**src/rtl/sar_conv_ctrl.sv**
```systemverilog
// Sequencer for one SAR ADC conversion: sample, then a comparator reset/evaluate pair per bit,
// MSB first, with a per-bit evaluate timeout. All outputs are registered.
module sar_conv_ctrl #(
    parameter int unsigned NBITS         = 8,
    parameter int unsigned SAMPLE_CYCLES = 4,
    parameter int unsigned RESET_CYCLES  = 1,
    parameter int unsigned TIMEOUT       = 7
) (
    input  logic             clk,
    input  logic             rst,
    input  logic             start,
    input  logic             comp_p,
    input  logic             comp_n,
    output logic             busy,
    output logic             sample,
    output logic             comp_clk,
    output logic [NBITS-1:0] dac_code,
    output logic [NBITS-1:0] result,
    output logic             result_valid,
    output logic             timeout_flag
);

    localparam int unsigned CntMax01 = (SAMPLE_CYCLES > RESET_CYCLES) ? SAMPLE_CYCLES
                                                                      : RESET_CYCLES;
    localparam int unsigned CntMax   = (CntMax01 > TIMEOUT) ? CntMax01 : TIMEOUT;
    localparam int unsigned CW       = $clog2(CntMax + 1);
    localparam int unsigned IW       = $clog2(NBITS);

    typedef enum logic [2:0] {StIdle, StSample, StCompRst, StCompEval, StDone} state_e;

    state_e            state_q, state_d;
    logic [CW-1:0]     cnt_q, cnt_d;
    logic [IW-1:0]     bit_q, bit_d;
    logic [NBITS-1:0]  dac_q, dac_d;
    logic              to_acc_q, to_acc_d;
    logic [NBITS-1:0]  result_q, result_d;
    logic              sample_q, sample_d;
    logic              comp_clk_q, comp_clk_d;
    logic              busy_q, busy_d;
    logic              valid_q, valid_d;
    logic              tflag_q, tflag_d;
    logic              decision;

    // Both-high (regenerating) and both-low (reset) mean no decision yet.
    assign decision = comp_p ^ comp_n;

    always_comb begin
        state_d  = state_q;
        cnt_d    = cnt_q;
        bit_d    = bit_q;
        dac_d    = dac_q;
        to_acc_d = to_acc_q;
        unique case (state_q)
            StIdle: begin
                if (start) begin
                    state_d = StSample;
                    cnt_d   = '0;
                end
            end
            StSample: begin
                if (cnt_q == CW'(SAMPLE_CYCLES - 1)) begin
                    state_d  = StCompRst;
                    cnt_d    = '0;
                    dac_d    = {1'b1, {(NBITS-1){1'b0}}};
                    bit_d    = IW'(NBITS - 1);
                    to_acc_d = 1'b0;
                end else begin
                    cnt_d = cnt_q + 1'b1;
                end
            end
            StCompRst: begin
                if (cnt_q == CW'(RESET_CYCLES - 1)) begin
                    state_d = StCompEval;
                    cnt_d   = '0;
                end else begin
                    cnt_d = cnt_q + 1'b1;
                end
            end
            StCompEval: begin
                if (decision || (cnt_q == CW'(TIMEOUT - 1))) begin
                    // A timed-out bit resolves to 0 and is remembered for the flag.
                    dac_d[bit_q] = decision ? comp_p : 1'b0;
                    if (!decision) begin
                        to_acc_d = 1'b1;
                    end
                    cnt_d = '0;
                    if (bit_q != '0) begin
                        dac_d[bit_q - 1'b1] = 1'b1;
                        bit_d               = bit_q - 1'b1;
                        state_d             = StCompRst;
                    end else begin
                        state_d = StDone;
                    end
                end else begin
                    cnt_d = cnt_q + 1'b1;
                end
            end
            StDone: begin
                state_d = StIdle;
            end
            default: begin
                state_d = StIdle;
            end
        endcase

        // Outputs are decoded from the next state so they leave flops cleanly.
        sample_d   = (state_d == StSample);
        comp_clk_d = (state_d == StCompEval);
        busy_d     = (state_d != StIdle);
        valid_d    = (state_d == StDone);
        result_d   = (state_d == StDone) ? dac_d : result_q;
        tflag_d    = (state_d == StDone) ? to_acc_d : 1'b0;
    end

    always_ff @(posedge clk) begin
        if (rst) begin
            state_q    <= StIdle;
            cnt_q      <= '0;
            bit_q      <= '0;
            dac_q      <= '0;
            to_acc_q   <= 1'b0;
            result_q   <= '0;
            sample_q   <= 1'b0;
            comp_clk_q <= 1'b0;
            busy_q     <= 1'b0;
            valid_q    <= 1'b0;
            tflag_q    <= 1'b0;
        end else begin
            state_q    <= state_d;
            cnt_q      <= cnt_d;
            bit_q      <= bit_d;
            dac_q      <= dac_d;
            to_acc_q   <= to_acc_d;
            result_q   <= result_d;
            sample_q   <= sample_d;
            comp_clk_q <= comp_clk_d;
            busy_q     <= busy_d;
            valid_q    <= valid_d;
            tflag_q    <= tflag_d;
        end
    end

    assign busy         = busy_q;
    assign sample       = sample_q;
    assign comp_clk     = comp_clk_q;
    assign dac_code     = dac_q;
    assign result       = result_q;
    assign result_valid = valid_q;
    assign timeout_flag = tflag_q;

endmodule
```
**config.mk**
```make
export PLATFORM = sky130hd
export DESIGN_NAME = sar_conv_ctrl
export DESIGN_NICKNAME = d
export VERILOG_FILES = /design/src/rtl/sar_conv_ctrl.sv
export SDC_FILE = /design/constraint.sdc
export NUM_CORES = 1
export LEC_CHECK = 0
export CORE_MARGIN = 2
export CORE_UTILIZATION = 49
export DETAILED_ROUTE_END_ITERATION = 6
export GPL_TIMING_DRIVEN = 0
export PLACE_DENSITY = 0.73
export SETUP_SLACK_MARGIN = 0.02
export SLEW_MARGIN = 20
export SYNTH_ARGS = -nofsm -noshare
export SYNTH_HDL_FRONTEND = slang
export SYNTH_SLANG_ARGS = --single-unit
```
**constraint.sdc**
```tcl
create_clock -name clk -period 5 [get_ports clk]
set_input_delay 0.5 -clock clk [delete_from_list [all_inputs] [get_ports clk]]
set_output_delay 0.5 -clock clk [all_outputs]
set_load 0.1 [all_outputs]
```
==> results by stage <==
Global routing:
- Entering global routing, the biggest net connects 11 pins.
- The global router's overall resource usage is 0.235.
- The via count of the first global-routing pass is approximately 1600.
- The number of antenna violations at the first check in global routing came to 0.
- The sum of overflow across all layers after global routing is 0.
- The wire length of the first global-routing pass is around 7500 um.

Placement:
- The congestion estimate from routability-driven global placement came to between 0.8 and 0.9.
- At the placement stage, the worst setup path has a slack of ~2600 ps.
- Buffers placed on the I/O ports in this run total 24.
- The post-DP HPWL is between 3000 and 4000 um.

CTS:
- TritonCTS built the clock tree.
- After clock tree synthesis, the repair step resized 0 gates.
- Post-CTS timing repair inserted 0 buffers for setup.
- Buffers inserted to repair hold after CTS numbered 0.
- No sink is reached through more buffers than the 2 on the longest clock path.
- In this run, CTS created clock tree buffers numbering 5.
- In this run the clock root is driven by a clkbuf_4.
- CTS saw 31 sinks.
- The clock-pin transition on the worst setup and hold timing paths is 110 ps.
- The H-tree generated during clock tree synthesis spans 2 levels.
- At the later pin of the worst-skew pair, clock insertion delay measures roughly 340 ps.

Cells and area:
- In the final layout, the multi-input gates occupy a little over 1000 sq um.
- The final layout net count is 239.
- The relative area change from synthesis to final layout is 20.9%.
- Counting the fill cells in the layout gives ~310.
- Of the cells placed in the final design, the portion with a size suffix greater than 1 is 0.145.
- The total inserted antenna cells is 0.
- The area used by sequential logic in the layout is approximately 620 sq um.

STA:
- The fraction of the cycle the final worst path needs is 0.496.
- Setup repair after global routing left no endpoint under its margin.
- Setup violations remaining at the end of the flow were counted as 0.
- The normalized max-slew margin is 0.341.
- The number of slew-limit violations in the final report came to 0.
- The worst path meets setup with 2520 ps of slack.
- The setup TNS is 0 ps.
- The hold slack is between 400 and 500 ps.
- The smallest clock period supported by the final layout is computed as 2480 ps.
- The peak clock frequency supported by timing is 404 MHz.
- The pin slew with the least headroom to its limit is approximately 1000 ps.
- The hold violation count in the final report is 0.
- Between clock sinks in the finished design, the worst skew comes to between 10 and 15 ps.

Floorplanning:
- The die is around 64 um wide.
- The number of placed I/O pins is 26.
- The core area is approximately 3400 sq um.
- The die covers 4080 sq um.
- After floorplanning, the core was divided into 21 placement rows.
- The starting density of the core is 0.518.
- The die height is between 60 and 70 um.

Route:
- The per-cell routed wire length is between 15 and 20 um.
- In this run, the number of DRC markers left after iteration 0 of detailed routing was between 100 and 150.
- The total wire length after detailed routing is roughly 4400 um.
- After detailed routing, no signal wire sits above met4.
- The routed design uses 252 um of met3 wire.
- The detailed router put a total of approximately 2000 um of wire on met1.
- Wire segments on met2 add up to roughly 2100 um in the final route.
- Detailed routing inserted a total of roughly 1600 vias.
- In the routed design, unresolved DRC markers number 0.
- The number of detailed-route iterations in the first pass is 4.
- The remaining antenna violation count is 0.
- The average vias per placed instance is approximately 6.

Hold path:
- Counting instances, the worst hold path has a depth of 2.
- In this run the most critical hold path is launched from dac_code[6].
- The class of the tightest hold or removal check is flop to flop.

Yosys:
- After synthesis, the share of flip-flops with an asynchronous set or reset is 0.
- After synthesis, the mean cell area works out to between 9 and 10 sq um.
- Synthesis inferred 31 register bits.
- During synthesis, Yosys emitted a total of 0 warnings.
- The synthesized netlist contains 54 unique library cells.
- The cell count after synthesis came out at between 150 and 200.
- For this run, the register share of the synthesized area comes to 0.354.
- When the netlist entered floorplanning its net count stood at ~210.
- The synthesized area is 1760 sq um.
- The most used flip-flop cell after synthesis is dfxtp_1.
- The number of synthesized flops with an enable pin is 0.

Worst setup path:
- STA classifies the critical path endpoint as a flop.
- Of all nets on the critical path, the largest fanout is 10.
- The endpoint required time on the critical path is about 5300 ps.
- The worst flop-to-flop path startpoint is bit_q[0].
- For the worst flop-to-flop path, the logic depth is 9.
- The critical path starts at bit_q[0].
- For the worst setup path, the data arrival time is around 2700 ps.
- The worst setup path is launched from a flop.
- The critical path is of the flop to flop type.

Job:
- The reported max-cap violation count is 0.

Power:
- The peak supply drop is between 0.15 and 0.2 mV.
- In this run the power density over the cells is 222 nW/um^2.
- The total power after layout is roughly 0.47 mW.
- The analysis attributes to cell leakage a power of approximately 0.8 nW.

Run status:
- The flow ran to the end, and the final reports show no timing, DRC or antenna violations.
[critical path: stages, from the launching register on]
cell and delay, ps:
dfxtp_1 320, buf_2 190, buf_2 250, inv_1 140, ha_1 300, clkbuf_1 210
or3_1 380, a21boi_1 140, o21ai_0 120, a221oi_1 310
[flip-flops by register name, indices dropped and copies added, names as in the netlist]
signal	flops
dac_code	8
comp_clk	1
bit_q	3
busy	1
timeout_flag	1
sample	1
state_q	3
cnt_q	3
result	8
to_acc_q	1
result_valid	1
[placed cells by master, fill, tap and decap left out, types with 2 or more instances in the layout]
cell type,netlist,layout
a31oi_1,2,2
nand4b_1,4,4
clkbuf_4,0,5
inv_1,9,9
nor2b_1,3,3
a221oi_1,2,2
or3b_2,2,2
nor4_1,3,3
mux2_2,6,6
nor3_1,6,6
a21oi_1,11,11
a22oi_1,2,2
or3_1,3,3
mux2i_1,3,3
o21ai_0,9,9
nor3b_1,3,3
o22ai_1,2,2
clkbuf_8,0,2
buf_2,7,7
nor2_1,14,14
o31ai_1,7,7
a21boi_1,2,2
clkdlybuf4s50_1,0,24
nand2b_1,6,6
nand3_1,3,3
clkbuf_1,6,7
a22o_1,2,2
ha_1,8,8
a211oi_1,4,4
nand3b_1,3,3
nand2_1,7,7
dfxtp_1,31,31
[path summary, 6_finish.rpt]
| check | end | slack (ps) |
|---|---|---|
| setup / recovery | dac_code[7] | 2520 |
| hold reg to reg | dac_code[6] | 490 |
| setup reg to reg | dac_code[7] | 2520 |
| hold / removal | dac_code[6] | 490 |
[final cells by class]
cell class,instances,area share
buffer,15,0.0360
inverter,9,0.0159
tap,46,0.0271
sequential,31,0.292
timing repair buffer,24,0.113
multi-input combinational,140,0.483
clock buffer,8,0.0324
[metal layers]
layer,vias to the layer above,track usage
met3,5,0.0634
met4,0,0.0734
li1,781,-
met5,-,0
met1,776,0.291
met2,43,0.397
[cells in the mapped netlist, types with 3 or more instances]
cell,instances,share of area
a211oi_1,4,0.017
a21oi_1,11,0.031
buf_2,7,0.020
clkbuf_1,6,0.013
dfxtp_1,31,0.35
ha_1,8,0.057
inv_1,9,0.019
mux2_2,6,0.038
mux2i_1,3,0.017
nand2_1,7,0.015
nand2b_1,6,0.021
nand3_1,3,0.0086
nand3b_1,3,0.013
nand4b_1,4,0.020
nor2_1,14,0.030
nor2b_1,3,0.011
nor3_1,6,0.017
nor3b_1,3,0.013
nor4_1,3,0.011
o21ai_0,9,0.026
o31ai_1,7,0.030
or3_1,3,0.011
[cells by family (layout without fill, tap and decap cells)]
kind of cell               count (synthesis)  count (layout)  share of synthesized area
muxes                                      9               9                     0.0556
DFF                                       31              31                      0.354
and+or+nand+nor                           70              70                      0.254
buffers and inverters                     24              56                     0.0627
adders and majority gates                  8               8                     0.0570
AOI/OAI and AO/OA                         53              53                      0.217
[power by group]
| group | internal (mW) | total (mW) | leakage (nW) | switching, mW |
|---|---|---|---|---|
| combinational | 0.0166 | 0.0487 | 0.515 | 0.0321 |
| clock | 0.0827 | 0.171 | 0.0386 | 0.0885 |
| sequential | 0.250 | 0.251 | 0.251 | 0.00149 |
| total | 0.349 | 0.471 | 0.804 | 0.122 |
[stage by stage]
stage,area [sq um],util,instances
after floorplan,1760,-,195
after global placement,2050,0.606,265
after detailed placement,2050,0.606,265
after CTS,2120,0.626,273
after global routing,2120,0.626,273
final,2120,0.626,273
(Power assumes the default switching activity.)
